File: src/rtl/branch_resolve_predict.sv
// Branch resolution (PCSrc) plus a direct-mapped saturating-counter predictor
// with branch/mispredict statistics.
module branch_resolve_predict #(
  parameter int unsigned PC_WIDTH   = 32,
  parameter int unsigned INDEX_BITS = 4,
  parameter int unsigned CTR_BITS   = 2,
  parameter int unsigned STAT_WIDTH = 16
) (
  input  logic                  clk,
  input  logic                  reset,
  input  logic [PC_WIDTH-1:0]   FetchPC,
  output logic                  PredictTaken,
  input  logic                  Branch,
  input  logic [2:0]            BranchType,
  input  logic [PC_WIDTH-1:0]   ResolvePC,
  input  logic                  PredictedTaken,
  input  logic                  Zero,
  input  logic                  Negative,
  input  logic                  Overflow,
  input  logic                  Carry,
  output logic                  PCSrc,
  output logic                  Mispredict,
  output logic [STAT_WIDTH-1:0] BranchCount,
  output logic [STAT_WIDTH-1:0] MispredictCount
);

  typedef enum logic [2:0] {
    BR_BEQ  = 3'b000,
    BR_BNE  = 3'b001,
    BR_JUMP = 3'b010,
    BR_RSVD = 3'b011,
    BR_BLT  = 3'b100,
    BR_BGE  = 3'b101,
    BR_BLTU = 3'b110,
    BR_BGEU = 3'b111
  } br_type_e;

  typedef logic [CTR_BITS-1:0]   ctr_t;
  typedef logic [STAT_WIDTH-1:0] stat_t;

  localparam int unsigned NUM_ENTRIES = 1 << INDEX_BITS;
  localparam ctr_t  CTR_INIT = ctr_t'((1 << (CTR_BITS - 1)) - 1);
  localparam ctr_t  CTR_ONE  = ctr_t'(1);
  localparam stat_t STAT_ONE = stat_t'(1);

  br_type_e              br_type;
  logic                  cond;
  logic [INDEX_BITS-1:0] fidx;
  logic [INDEX_BITS-1:0] ridx;
  ctr_t                  table_q [NUM_ENTRIES];
  ctr_t                  ctr_d;
  stat_t                 bcnt_q, bcnt_d;
  stat_t                 mcnt_q, mcnt_d;
  logic                  unused_pc_bits;

  assign br_type = br_type_e'(BranchType);

  always_comb begin
    cond = 1'b0;
    case (br_type)
      BR_BEQ:  cond = Zero;
      BR_BNE:  cond = !Zero;
      BR_JUMP: cond = 1'b1;
      BR_RSVD: cond = 1'b0;
      BR_BLT:  cond = Negative ^ Overflow;
      BR_BGE:  cond = !(Negative ^ Overflow);
      BR_BLTU: cond = !Carry;
      BR_BGEU: cond = Carry;
      default: cond = 1'b0;
    endcase
  end

  assign PCSrc      = Branch && cond;
  assign Mispredict = Branch && (PCSrc != PredictedTaken);

  // Word-aligned PCs: the two LSBs never select an entry, and no tag is kept.
  assign fidx = FetchPC[INDEX_BITS+1:2];
  assign ridx = ResolvePC[INDEX_BITS+1:2];
  assign unused_pc_bits = ^{FetchPC[PC_WIDTH-1:INDEX_BITS+2], FetchPC[1:0],
                            ResolvePC[PC_WIDTH-1:INDEX_BITS+2], ResolvePC[1:0]};

  // Read-before-write: a same-cycle resolve to fidx is seen next cycle.
  assign PredictTaken = table_q[fidx][CTR_BITS-1];

  always_comb begin
    ctr_d = table_q[ridx];
    if (PCSrc) begin
      if (ctr_d != '1) ctr_d = ctr_d + CTR_ONE;
    end else begin
      if (ctr_d != '0) ctr_d = ctr_d - CTR_ONE;
    end
  end

  always_comb begin
    bcnt_d = (bcnt_q != '1) ? bcnt_q + STAT_ONE : bcnt_q;
    mcnt_d = (Mispredict && (mcnt_q != '1)) ? mcnt_q + STAT_ONE : mcnt_q;
  end

  always_ff @(posedge clk) begin
    if (reset) begin
      for (int unsigned i = 0; i < NUM_ENTRIES; i++) begin
        table_q[i[INDEX_BITS-1:0]] <= CTR_INIT;
      end
      bcnt_q <= '0;
      mcnt_q <= '0;
    end else if (Branch) begin
      table_q[ridx] <= ctr_d;
      bcnt_q        <= bcnt_d;
      mcnt_q        <= mcnt_d;
    end
  end

  assign BranchCount     = bcnt_q;
  assign MispredictCount = mcnt_q;

endmodule
File: config.mk
export PLATFORM = sky130hd
export DESIGN_NAME = branch_resolve_predict
export DESIGN_NICKNAME = d
export VERILOG_FILES = /design/src/rtl/branch_resolve_predict.sv
export SDC_FILE = /design/constraint.sdc
export NUM_CORES = 1
export LEC_CHECK = 0
export ABC_AREA = 1
export CORE_ASPECT_RATIO = 1.75
export CORE_MARGIN = 1.5
export CORE_UTILIZATION = 52
export CTS_CLUSTER_DIAMETER = 60
export DETAILED_ROUTE_END_ITERATION = 10
export PLACE_DENSITY = 0.84
export REMOVE_ABC_BUFFERS = 1
export SLEW_MARGIN = 20
export SYNTH_ARGS = -nofsm -noshare
export SYNTH_HDL_FRONTEND = slang
export SYNTH_SLANG_ARGS = --single-unit
File: constraint.sdc
create_clock -name clk -period 4 [get_ports clk]
set_input_delay 0.8 -clock clk [delete_from_list [all_inputs] [get_ports clk]]
set_output_delay 0.8 -clock clk [all_outputs]
set_load 0.02 [all_outputs]
==> impl_metrics.json <==
{
  "regArea_sq_um": 1600,
  "powerDensity_nw_per_um2": 366,
  "antenna_found_initial": 0,
  "rsz0062_at_grt": "no",
  "synth.area.mux_share_pct": 0.510,
  "met1_usage_pct": 27.4,
  "yosysUniqueCellTypes": 38,
  "yosys.area_share.xor_xnor_pct": 3.79,
  "busiest_layer": "met2",
  "final_common_cell": "nand2_1",
  "synth_cells": 513,
  "hold_viol": 0,
  "syn_area_sq_um": 3930,
  "multi_input_area_sq_um": 1970,
  "first_iter_violations": 354,
  "io_buffers": 53,
  "max_slew.worst_pin.slew_ns": 0.787,
  "r2r-start": "BranchCount[0]",
  "skew_ns": 0.00588,
  "fin_nets": 641,
  "synth-compound-area-share_pct": 8.95,
  "reg2reg_setup_slack_ns": 1.90,
  "avgRoutedWirePerCell_um": 14.5,
  "drt_pass1_iterations": 5,
  "row_count": 41,
  "power_w": 0.00175,
  "slew_headroom_pct": 47.2,
  "overflow": 0,
  "finalCritPeriodShare_pct": 91.7,
  "grtUsageMet2_pct": 43.4,
  "place_ws_ns": 0.374,
  "cp.required_ns": 3.20,
  "clockBufferDepth": 2,
  "async_reset_ff_share_pct": 0,
  "setup_viol": 0,
  "ys.flop_type": "edfxtp_1",
  "synth_top_family_by_area": "simple AND/OR/NAND/NOR gates",
  "synth_edf_count": 32,
  "crit_type": "primary input to primary output",
  "insertion_delay_ns": 0.34,
  "cts-resized-gates": 0,
  "outcome": "completed",
  "end_kind": "primary output",
  "via_count": 3638,
  "r2r-end": "BranchCount[5]",
  "ys_ff_latch": 64,
  "die_area_sq_um": 8100,
  "crit_path_start": "FetchPC[2]",
  "hold_path_class": "flop to flop",
  "synth-adder-area-share_pct": 0.637,
  "track_usage_pct": 25.6,
  "diodes": 0,
  "met3_usage_pct": 6.69,
  "synth_warnings": 0,
  "grt_max_degree": 28,
  "maxCapViolations": 0,
  "cts.sinks": 64,
  "die-width_um": 68.7,
  "clk_pin_slew_ns": 0.05,
  "final_cell_mix": "nand2_1 (117), inv_1 (62), nor2_1 (59)",
  "setup_tns_ns": 0,
  "grt_pass1_wl_um": 15900,
  "hold_buffers": 0,
  "p_leak_nw": 1.64,
  "htreeDepth": 3,
  "ios": 110,
  "yosysSeqAreaShare_pct": 40.8,
  "setup_ws_ns": 0.331,
  "routabilityCongestion": 0.939,
  "drv_slew": 0,
  "start_kind": "primary input",
  "dp_hpwl_um": 6740,
  "peakVddDrop_mv": 0.352,
  "areaGrowthSynthToFinish_pct": 21.9,
  "die_h_um": 118,
  "drt-total-wl_um": 9510,
  "initial_utilization_pct": 53.9,
  "fmaxAchievable_mhz": 273,
  "post-cts-setup-buffer-count": 0,
  "cts_tree": "yes",
  "reg2reg_depth": 9,
  "viasPerCell": 5.55,
  "synthSimpleGateAreaFrac_pct": 36.2,
  "drive_gt1_share_pct": 10.0,
  "arrival_ns": 2.87,
  "period_minus_slack_ns": 3.67,
  "syn_area_per_cell_sq_um": 7.66,
  "ant_nets": 0,
  "root_buffer": "clkbuf_16",
  "grt_pass1_vias": 3603,
  "n_fill_cell": 627,
  "drc": 0,
  "crit_path_end": "PredictTaken",
  "fin_worst_hold_slack_ns": 0.486,
  "core_sq_um": 7280,
  "cts-buffers-inserted": 9,
  "crit_fanout": 14
}
## where the power goes
| part | internal [W] | switching [W] | total (W) |
|---|---|---|---|
| sequential | 0.000702 | 0.00000995 | 0.000712 |
| clock | 0.000559 | 0.000277 | 0.000836 |
| combinational | 0.0000675 | 0.000136 | 0.000204 |
| total | 0.00133 | 0.000423 | 0.00175 |
## flip-flops by register name (all words and copies together), names as in the netlist
| name | count |
|---|---|
| BranchCount | 16 |
| table_q | 32 |
| MispredictCount | 16 |
## synthesized netlist by cell type (all sizes together), types with 3 or more instances
cell | count | area, sq um
clkbuf | 7 | 26.3
nand3 | 54 | 330
inv | 66 | 250
xnor2 | 3 | 26.3
o211ai | 3 | 22.5
dfxtp | 32 | 641
nor2 | 76 | 420
o21ai | 23 | 126
nand2 | 124 | 493
xor2 | 14 | 123
nand4 | 10 | 77.6
buf | 8 | 80.1
nor3 | 13 | 65.1
a21oi | 32 | 160
edfxtp | 32 | 961
## area by class of cell
type,count,area share [%]
multi-input combinational,367,41.0
clock buffer,12,5.15
clock inverter,4,1.44
sequential,64,33.4
inverter,67,5.30
timing repair buffer,55,11.4
tap,86,2.25
## per-stage QoR
stage               cells  util (%)  cell area (sq um)
finish                655      65.8               4790
global route          655      65.8               4790
CTS                   655      65.8               4790
detailed placement    639      61.4               4470
global placement      639      61.4               4470
floorplan             498         -               3820
## worst min-delay path by stage
stage	start	end	slack, ns	cells past startpoint
3_5_place_dp	BranchCount[15]	BranchCount[15]	0.47	2
2_1_floorplan	BranchCount[4]	BranchCount[4]	0.55	2
3_3_place_gp	BranchCount[15]	BranchCount[15]	0.47	2
4_1_cts	BranchCount[15]	BranchCount[15]	0.48	2
5_1_grt	BranchCount[14]	BranchCount[14]	0.53	2
6_report	BranchCount[15]	BranchCount[15]	0.49	2
## layer usage
layer,share of wire [%],vias up
li1,-,1775
met1,37,1679
met2,53,147
met3,6.1,37
met4,4.1,0
met5,0,-
## kinds of logic after synthesis
logic type                 Yosys count
xor gates and xnor gates            17
DFF                                 64
and+or+nand+nor                    282
muxes                                2
adders and majority gates            2
buffers and inverters               82
AOI/OAI and AO/OA                   64
## worst max-delay path: stages
cell	delay, ns
clkdlybuf4s50_1	0.82
mux2i_1	0.16
o21ai_0	0.24
nor2_1	0.07
o22ai_1	0.17
clkdlybuf4s50_1	0.62
No activity file was read; power rests on OpenSTA's default activity.
